### config.mk
export PLATFORM = sky130hd
export DESIGN_NAME = hazard_ctrl_flat
export DESIGN_NICKNAME = d
export VERILOG_FILES = /design/src/rtl/hazard_ctrl_pkg.sv /design/src/rtl/hazard_ctrl_if.sv /design/src/rtl/hazard_fwd_sel.sv /design/src/rtl/hazard_ctrl.sv /design/src/flat_wrapper.sv
export SDC_FILE = /design/constraint.sdc
export NUM_CORES = 1
export LEC_CHECK = 0
export CORE_ASPECT_RATIO = 0.9
export CORE_UTILIZATION = 56
export DETAILED_ROUTE_END_ITERATION = 10
export PLACE_DENSITY = 0.89
export REMOVE_ABC_BUFFERS = 1
export SLEW_MARGIN = 5
export SYNTH_ARGS = -nofsm -noshare
export SYNTH_HDL_FRONTEND = slang
export SYNTH_SLANG_ARGS = --single-unit
### constraint.sdc
create_clock -name clk -period 5.31 [get_ports clk]
set_input_delay 0.531 -clock clk [delete_from_list [all_inputs] [get_ports clk]]
set_output_delay 0.531 -clock clk [all_outputs]
set_load 0.005 [all_outputs]
### src/rtl/hazard_ctrl_pkg.sv
// ---------------------------------------------------------------------------
// hazard_ctrl_pkg
// Shared definitions for the pipeline hazard controller:
//   - forwarding-mux select encodings for the D/E operand muxes (3 bit)
//     and the M-stage store-data mux (2 bit)
//   - tuse / tnew timing constants
//   - multiply/divide start opcodes seen in E
//   - shadow pipeline entry struct and its per-stage ageing helper
// ---------------------------------------------------------------------------
package hazard_ctrl_pkg;

   // D/E operand forwarding selects
   localparam logic [2:0] FW_RF     = 3'd0;  // register file / pipeline value
   localparam logic [2:0] FW_AO_M   = 3'd1;  // ALU/memory result held in M
   localparam logic [2:0] FW_PC8_M  = 3'd2;  // link address held in M
   localparam logic [2:0] FW_MWD    = 3'd3;  // write-back data in W
   localparam logic [2:0] FW_PC8_W  = 3'd4;  // link address in W

   // M-stage store-data (rt_M) forwarding selects
   localparam logic [1:0] FWM_RT    = 2'd0;
   localparam logic [1:0] FWM_MWD   = 2'd1;
   localparam logic [1:0] FWM_PC8_W = 2'd2;

   // Cycles until the D instruction consumes an operand
   typedef enum logic [1:0] {
      TUSE_D    = 2'd0,
      TUSE_E    = 2'd1,
      TUSE_M    = 2'd2,
      TUSE_NONE = 2'd3
   } tuse_e;

   // Cycles (from E entry) until a result is forwardable.
   // ALU ops and jal/jalr use TNEW_ONE, loads use TNEW_TWO.
   typedef enum logic [1:0] {
      TNEW_READY = 2'd0,
      TNEW_ONE   = 2'd1,
      TNEW_TWO   = 2'd2
   } tnew_e;

   // Multiply/divide start request from the E stage
   typedef enum logic [1:0] {
      MD_NONE = 2'd0,
      MD_MULT = 2'd1,
      MD_DIV  = 2'd2
   } md_op_e;

   // One shadow pipeline entry; an all-zero entry is a bubble (dst 0 = no write)
   typedef struct packed {
      logic [4:0] rs;
      logic [4:0] rt;
      logic [4:0] dst;
      logic [1:0] tnew;
      logic       src;   // 0 = ALU/MEM data, 1 = PC8 link value
   } shadow_t;

   // Advance an entry by one stage: tnew counts down and saturates at 0
   function automatic shadow_t age(input shadow_t e);
      shadow_t a;
      a = e;
      if (e.tnew != 2'd0) begin
         a.tnew = e.tnew - 2'd1;
      end
      return a;
   endfunction

endpackage

### src/rtl/hazard_ctrl_if.sv
// ---------------------------------------------------------------------------
// hazard_ctrl_if
// Bundle between the core datapath and the hazard controller.
//   master : datapath side, drives D-stage decode info and md_start_e,
//            receives stall/bubble and forwarding selects
//   slave  : hazard controller side
// Contract: stall and clr_e are combinational in the same cycle as the
// D-stage info. While stall is high the datapath holds PC and F/D and loads
// a bubble into D/E; the D instruction is presented again the next cycle.
// The controller tracks an instruction only once it has been accepted into E.
// ---------------------------------------------------------------------------
interface hazard_ctrl_if;

   logic [4:0] rs_d;
   logic [4:0] rt_d;
   logic [1:0] tuse_rs_d;
   logic [1:0] tuse_rt_d;
   logic [4:0] dst_d;
   logic [1:0] tnew_d;
   logic       src_d;
   logic       md_use_d;
   logic [1:0] md_start_e;

   logic       stall;
   logic       clr_e;
   logic [2:0] forwardRSD;
   logic [2:0] forwardRTD;
   logic [2:0] forwardRSE;
   logic [2:0] forwardRTE;
   logic [1:0] forwardRTM;

   modport master (
      output rs_d, rt_d, tuse_rs_d, tuse_rt_d, dst_d, tnew_d, src_d,
             md_use_d, md_start_e,
      input  stall, clr_e, forwardRSD, forwardRTD, forwardRSE, forwardRTE,
             forwardRTM
   );

   modport slave (
      input  rs_d, rt_d, tuse_rs_d, tuse_rt_d, dst_d, tnew_d, src_d,
             md_use_d, md_start_e,
      output stall, clr_e, forwardRSD, forwardRTD, forwardRSE, forwardRTE,
             forwardRTM
   );

endinterface

### src/rtl/hazard_fwd_sel.sv
// ---------------------------------------------------------------------------
// hazard_fwd_sel
// Combinational forwarding matcher for one source operand.
//   r              : operand register number
//   m_dst/m_tnew/m_src : destination, remaining tnew and source of the M entry
//   w_dst/w_src    : destination and source of the W entry
//   code           : forward select
// RTM_MODE = 0: D/E operand mux. M (only once its tnew has reached 0) beats W.
// RTM_MODE = 1: M-stage store-data mux; only W is considered and the result
//               uses the 2-bit FWM_* encodings, zero-extended.
// Register 0 never matches.
// ---------------------------------------------------------------------------
module hazard_fwd_sel
   import hazard_ctrl_pkg::*;
#(
   parameter bit RTM_MODE = 1'b0
) (
   input  logic [4:0] r,
   input  logic [4:0] m_dst,
   input  logic [1:0] m_tnew,
   input  logic       m_src,
   input  logic [4:0] w_dst,
   input  logic       w_src,
   output logic [2:0] code
);

   logic m_hit;
   logic w_hit;

   always_comb begin
      m_hit = (r != 5'd0) && (r == m_dst) && (m_tnew == 2'd0);
      w_hit = (r != 5'd0) && (r == w_dst);
      code  = RTM_MODE ? {1'b0, FWM_RT} : FW_RF;
      if (RTM_MODE) begin
         if (w_hit) begin
            code = {1'b0, (w_src ? FWM_PC8_W : FWM_MWD)};
         end
      end else if (m_hit) begin
         code = m_src ? FW_PC8_M : FW_AO_M;
      end else if (w_hit) begin
         code = w_src ? FW_PC8_W : FW_MWD;
      end
   end

endmodule

### src/rtl/hazard_ctrl.sv
// ---------------------------------------------------------------------------
// hazard_ctrl
// Pipeline hazard controller for the five-stage core. Keeps a shadow copy of
// {rs, rt, dst, tnew, src} for the E, M and W stages plus a mult/div busy
// counter, and from those and the D-stage info produces the stall/bubble
// controls and forwarding-mux selects.
// Ports:
//   clk          core clock
//   reset        synchronous, active-low; clears shadow entries and busy count
//   bus          hazard_ctrl_if.slave (D-stage info in, stall/forward out)
//   busy_cnt_dbg current mult/div busy count, for observation
// Parameters:
//   MULT_CYC     E-stage cycles occupied by mult/multu
//   DIV_CYC      E-stage cycles occupied by div/divu
// ---------------------------------------------------------------------------
module hazard_ctrl
   import hazard_ctrl_pkg::*;
#(
   parameter int MULT_CYC = 5,
   parameter int DIV_CYC  = 10
) (
   input  logic                           clk,
   input  logic                           reset,
   hazard_ctrl_if.slave                   bus,
   output logic [$clog2(DIV_CYC+1)-1:0]   busy_cnt_dbg
);

   localparam int BUSY_W = $clog2(DIV_CYC + 1);
   localparam logic [BUSY_W-1:0] MULT_LOAD = BUSY_W'(MULT_CYC);
   localparam logic [BUSY_W-1:0] DIV_LOAD  = BUSY_W'(DIV_CYC);

   shadow_t           e_q, m_q, w_q;
   shadow_t           d_ent;
   logic [BUSY_W-1:0] busy_q;
   logic              data_stall;
   logic              md_stall;
   logic              stall;
   logic [2:0]        rtm_code;
   logic              unused_bits;

   // A D operand read in tuse cycles must wait while a producer in E or M
   // still needs more than tuse cycles before its result is forwardable.
   function automatic logic data_hazard(input logic [4:0] r,
                                        input logic [1:0] tuse,
                                        input shadow_t    e,
                                        input shadow_t    m);
      logic hit_e;
      logic hit_m;
      hit_e = (r == e.dst) && (e.tnew > tuse);
      hit_m = (r == m.dst) && (m.tnew > tuse);
      return (tuse != TUSE_NONE) && (r != 5'd0) && (hit_e || hit_m);
   endfunction

   always_comb begin
      d_ent      = '0;
      d_ent.rs   = bus.rs_d;
      d_ent.rt   = bus.rt_d;
      d_ent.dst  = bus.dst_d;
      d_ent.tnew = bus.tnew_d;
      d_ent.src  = bus.src_d;

      data_stall = data_hazard(bus.rs_d, bus.tuse_rs_d, e_q, m_q) ||
                   data_hazard(bus.rt_d, bus.tuse_rt_d, e_q, m_q);
      // A start in E this cycle counts as busy: the counter loads on this edge.
      md_stall   = bus.md_use_d &&
                   ((busy_q != '0) || (bus.md_start_e != MD_NONE));
      stall      = data_stall || md_stall;
   end

   assign bus.stall    = stall;
   assign bus.clr_e    = stall;
   assign busy_cnt_dbg = busy_q;

   always_ff @(posedge clk) begin
      if (!reset) begin
         e_q    <= '0;
         m_q    <= '0;
         w_q    <= '0;
         busy_q <= '0;
      end else begin
         w_q <= age(m_q);
         m_q <= age(e_q);
         e_q <= stall ? shadow_t'('0) : d_ent;
         if (bus.md_start_e == MD_MULT) begin
            busy_q <= MULT_LOAD;
         end else if (bus.md_start_e != MD_NONE) begin
            busy_q <= DIV_LOAD;
         end else if (busy_q != '0) begin
            busy_q <= busy_q - 1'b1;
         end
      end
   end

   hazard_fwd_sel #(.RTM_MODE(1'b0)) u_fwd_rsd (
      .r(bus.rs_d), .m_dst(m_q.dst), .m_tnew(m_q.tnew), .m_src(m_q.src),
      .w_dst(w_q.dst), .w_src(w_q.src), .code(bus.forwardRSD)
   );

   hazard_fwd_sel #(.RTM_MODE(1'b0)) u_fwd_rtd (
      .r(bus.rt_d), .m_dst(m_q.dst), .m_tnew(m_q.tnew), .m_src(m_q.src),
      .w_dst(w_q.dst), .w_src(w_q.src), .code(bus.forwardRTD)
   );

   hazard_fwd_sel #(.RTM_MODE(1'b0)) u_fwd_rse (
      .r(e_q.rs), .m_dst(m_q.dst), .m_tnew(m_q.tnew), .m_src(m_q.src),
      .w_dst(w_q.dst), .w_src(w_q.src), .code(bus.forwardRSE)
   );

   hazard_fwd_sel #(.RTM_MODE(1'b0)) u_fwd_rte (
      .r(e_q.rt), .m_dst(m_q.dst), .m_tnew(m_q.tnew), .m_src(m_q.src),
      .w_dst(w_q.dst), .w_src(w_q.src), .code(bus.forwardRTE)
   );

   // Store data in M can only come from W; the M inputs are tied off.
   hazard_fwd_sel #(.RTM_MODE(1'b1)) u_fwd_rtm (
      .r(m_q.rt), .m_dst(5'd0), .m_tnew(2'd0), .m_src(1'b0),
      .w_dst(w_q.dst), .w_src(w_q.src), .code(rtm_code)
   );

   assign bus.forwardRTM = rtm_code[1:0];

   // Fields carried along for completeness but not needed by any decision.
   assign unused_bits = ^{m_q.rs, w_q.rs, w_q.rt, w_q.tnew, rtm_code[2]};

endmodule

### src/flat_wrapper.sv
// flat-port wrapper written by rule: the top's interface ports become plain ports
module hazard_ctrl_flat import hazard_ctrl_pkg::*;
#(
   parameter int MULT_CYC = 5,
   parameter int DIV_CYC  = 10
)
  (clk, reset, busy_cnt_dbg, bus_rs_d, bus_rt_d, bus_tuse_rs_d, bus_tuse_rt_d, bus_dst_d, bus_tnew_d, bus_src_d, bus_md_use_d, bus_md_start_e, bus_stall, bus_clr_e, bus_forwardRSD, bus_forwardRTD, bus_forwardRSE, bus_forwardRTE, bus_forwardRTM);
  hazard_ctrl_if bus_i ();
  input  logic clk;
  input  logic reset;
  output logic [$clog2(DIV_CYC+1)-1:0] busy_cnt_dbg;
  input wire logic [$bits(bus_i.rs_d)-1:0] bus_rs_d;
  input wire logic [$bits(bus_i.rt_d)-1:0] bus_rt_d;
  input wire logic [$bits(bus_i.tuse_rs_d)-1:0] bus_tuse_rs_d;
  input wire logic [$bits(bus_i.tuse_rt_d)-1:0] bus_tuse_rt_d;
  input wire logic [$bits(bus_i.dst_d)-1:0] bus_dst_d;
  input wire logic [$bits(bus_i.tnew_d)-1:0] bus_tnew_d;
  input wire logic [$bits(bus_i.src_d)-1:0] bus_src_d;
  input wire logic [$bits(bus_i.md_use_d)-1:0] bus_md_use_d;
  input wire logic [$bits(bus_i.md_start_e)-1:0] bus_md_start_e;
  output wire logic [$bits(bus_i.stall)-1:0] bus_stall;
  output wire logic [$bits(bus_i.clr_e)-1:0] bus_clr_e;
  output wire logic [$bits(bus_i.forwardRSD)-1:0] bus_forwardRSD;
  output wire logic [$bits(bus_i.forwardRTD)-1:0] bus_forwardRTD;
  output wire logic [$bits(bus_i.forwardRSE)-1:0] bus_forwardRSE;
  output wire logic [$bits(bus_i.forwardRTE)-1:0] bus_forwardRTE;
  output wire logic [$bits(bus_i.forwardRTM)-1:0] bus_forwardRTM;
  assign bus_i.rs_d = bus_rs_d;
  assign bus_i.rt_d = bus_rt_d;
  assign bus_i.tuse_rs_d = bus_tuse_rs_d;
  assign bus_i.tuse_rt_d = bus_tuse_rt_d;
  assign bus_i.dst_d = bus_dst_d;
  assign bus_i.tnew_d = bus_tnew_d;
  assign bus_i.src_d = bus_src_d;
  assign bus_i.md_use_d = bus_md_use_d;
  assign bus_i.md_start_e = bus_md_start_e;
  assign bus_stall = bus_i.stall;
  assign bus_clr_e = bus_i.clr_e;
  assign bus_forwardRSD = bus_i.forwardRSD;
  assign bus_forwardRTD = bus_i.forwardRTD;
  assign bus_forwardRSE = bus_i.forwardRSE;
  assign bus_forwardRTE = bus_i.forwardRTE;
  assign bus_forwardRTM = bus_i.forwardRTM;
  hazard_ctrl #(.MULT_CYC(MULT_CYC), .DIV_CYC(DIV_CYC)) u_core (.clk(clk), .reset(reset), .bus(bus_i), .busy_cnt_dbg(busy_cnt_dbg));
endmodule
==> impl_results.md <==
* Met1 usage at 36.8%
* M3 GR Usage at 5.67%
* Layout Skew at 8.39 ps
* Setup bufs post-CTS at 0
* Synth top area share at between 30% and 40%
* Synth area leaders: dfxtp_1 (33%), xor2_1 (10%), xnor2_1 (8.4%)
* HP Class: reg -> reg
* Largest net degree at the start of global routing at 41
* CTS H-tree lvls at 2
* Die H at 65.6 microns
* GPL Wtd Cong at 0.861
* TritonCTS Buffers at 5
* Crit end category: output port
* Starting Density at 60.1%
* CTS Sinks at 41
* Fill cells at around 320
* Inserted Diodes at 0
* Grt ovf at 0
* WL final at 6050 microns
* Yosys warnings at 0
* Die Wd at 72.6 microns
* RSZ-0062 raised after global routing: false
* WP data arrival at around 3100 ps
* Fin. max-slew vios at 0
* Crit path kind: in -> out
* Status: completed
* Final setup fails at 0
* Layout area overhead at 21.3%
* GRT Overall Usage at ~29%
* Core area at 0.00418 sq mm
* Post-Syn Area per Cell at ~8.6 sq um
* HPWL after DPL at 4330 microns
* Gr busiest metal: met2
* Die Footprint at 0.00476 sq mm
* CTS Root Cell: clkbuf_8
* Design Power at about 0.75 mW
* Clk slew on worst S/H paths at approximately 70 ps
* Seq/Total Area, Yosys at 32.6%
* Later-pin clock latency in the skew report at 300 ps
* Max_cap viols at 0
* Startpoint types: primary input
* Initial antenna violation count at 0
* Netlist cell types at 42
* Post-layout min period at 3640 ps
* Via count at 2162
* Synth area leader: dfxtp_1
* Hold Vio Cnt, Final at 0
* Hold_buf cts at 0
* Pwr dens at 247 mW/mm^2
* WL/cell at ~16 microns
* M2 GR Usage at a little under half
* PostCTS Resize Cnt at 0
* # DRC at 0
* Final period util at 68.5%
* Syn Inst Count at 293
* Peak supply drop at 0.000195 V
* LEAKAGE at roughly 1.2 nW
* Detailed Routing Iterations Pass 1 at 7
* CTS tree: yes
* Antenna viol nets, final at 0
* Row count at 22
* Port Buffers at 46
* Vias in the first global route at 2106
* FF+latch count, synth at 41
* Max FO, Critical Path at 19
* First-pass GRT wire length at 10200 microns
* Share of post-route cells with drive strength above 1 at between 8 and 9%
* Initial drt markers at 93
* NumNets Final at 356
* Fmax at 275 MHz
* Vias per cell at 5.67
* Worst Tran Pin Value at 1220 ps
* Slew margin rel. at 18.1%
* Top Ports at 47
* Clk buf depth at 2
* Cell Area, Synth at 0.00251 sq mm
* Setup TNS at 0 ps
* Worst path required time at 4780 ps
[layout by cell type, fill, tap and decap left out, types with 2 or more instances in the layout]
master / n
clkbuf_8: 6
nor2_1: 16
nand3_1: 6
nand4_1: 6
nor2b_1: 2
mux2_2: 2
or4_4: 2
nor4_1: 9
nand2b_1: 3
or3_1: 2
ha_1: 9
nor4_2: 9
o32ai_1: 4
and2_1: 17
dfxtp_1: 41
and3_1: 2
nand2_1: 28
clkdlybuf4s50_1: 46
o2bb2ai_1: 2
a211oi_1: 2
xor2_1: 30
a21oi_1: 7
inv_1: 11
o21a_1: 2
xnor2_1: 24
nor3_1: 18
[final timing paths]
check	startpoint	slack (ps)	to	depth (start not counted)
worst max register to register	u_core.busy_cnt_dbg[0]	3120	u_core.e_q[16]	6
worst min register to register	u_core.e_q[0]	430	u_core.m_q[0]	1
worst max-delay path	bus_tuse_rt_d[1]	1670	bus_clr_e	9
worst min-delay path	u_core.e_q[0]	430	u_core.m_q[0]	1
[metrics by stage]
| stage | setup slack [ps] | hold slack, ps | util, % | area, sq um | instances |
|---|---|---|---|---|---|
| global route | 1530 | 457 | 72.9 | 3050 | 381 |
| global placement | 1800 | 417 | 70.2 | 2940 | 373 |
| detailed placement | 1740 | 417 | 70.2 | 2940 | 373 |
| floorplan | 2750 | 412 | - | 2390 | 266 |
| finish | 1670 | 435 | 72.9 | 3050 | 381 |
| CTS | 1720 | 434 | 72.9 | 3050 | 381 |
[final cells by class]
type / count / area, sq um / share of cell area [%]
well taps: 60 / 75.1 / 2.46
clock inverters: 1 / 30.0 / 0.984
flip-flops and latches: 41 / 821 / 26.9
inverters: 11 / 41.3 / 1.35
clock buffers: 7 / 86.3 / 2.83
multi-input cells: 214 / 1530 / 50.1
repair buffers: 47 / 468 / 15.3
[cells by family (layout without fill, tap and decap cells)]
logic type | Yosys count | in the layout | synth area share [%]
mux | 2 | 2 | 0.895
compound gates | 25 | 25 | 7.76
buf+inv | 38 | 66 | 6.52
fa+ha+maj | 9 | 9 | 4.48
xor+xnor | 54 | 54 | 18.8
simple gates | 124 | 124 | 28.9
flops | 41 | 41 | 32.6
[state kept, by name, summed over array words and instances, names as in the netlist]
register,cells
u_core.busy_cnt_dbg,4
u_core.e_q,18
u_core.m_q,13
u_core.w_q,6
[critical path: stages]
cell and delay (ps):
clkdlybuf4s50_1 480, inv_1 70, ha_1 300, nor2b_1 140, o211ai_1 120, or4_4 450, o21ai_4 270, or3_1 230
clkdlybuf4s50_1 510
[layer usage]
| metal | share of wire, % | up-vias |
|---|---|---|
| li1 | - | 1048 |
| met1 | 44 | 992 |
| met2 | 46 | 103 |
| met3 | 8.0 | 19 |
| met4 | 2.5 | 0 |
| met5 | 0 | - |
[Yosys cell counts (all sizes together)]
| master | count |
|---|---|
| o21a | 2 |
| o32ai | 4 |
| nor2b | 2 |
| o21ai | 2 |
| dfxtp | 41 |
| inv | 11 |
| nor2 | 16 |
| or4 | 2 |
| o2111ai | 1 |
| nand2b | 3 |
| o211ai | 1 |
| nand3b | 1 |
| and2 | 17 |
| a22o | 1 |
| nand4 | 6 |
| clkbuf | 19 |
| a211oi | 2 |
| mux2 | 2 |
| o2bb2ai | 2 |
| nand3 | 6 |
| nor3 | 19 |
| o31a | 1 |
| a211o | 1 |
| a21oi | 7 |
| and3 | 2 |
| a31o | 1 |
| nand2 | 28 |
| or3 | 3 |
| xnor2 | 24 |
| ha | 9 |
| nor4 | 19 |
| xor2 | 30 |
| buf | 8 |
[power by group]
| part | switching, mW | leakage, nW | internal (mW) |
|---|---|---|---|
| clock network | 0.105 | 0.0585 | 0.153 |
| logic | 0.0750 | 0.821 | 0.0824 |
| registers | 0.0165 | 0.336 | 0.320 |
Note: power is estimated with default switching activity, not from simulation.
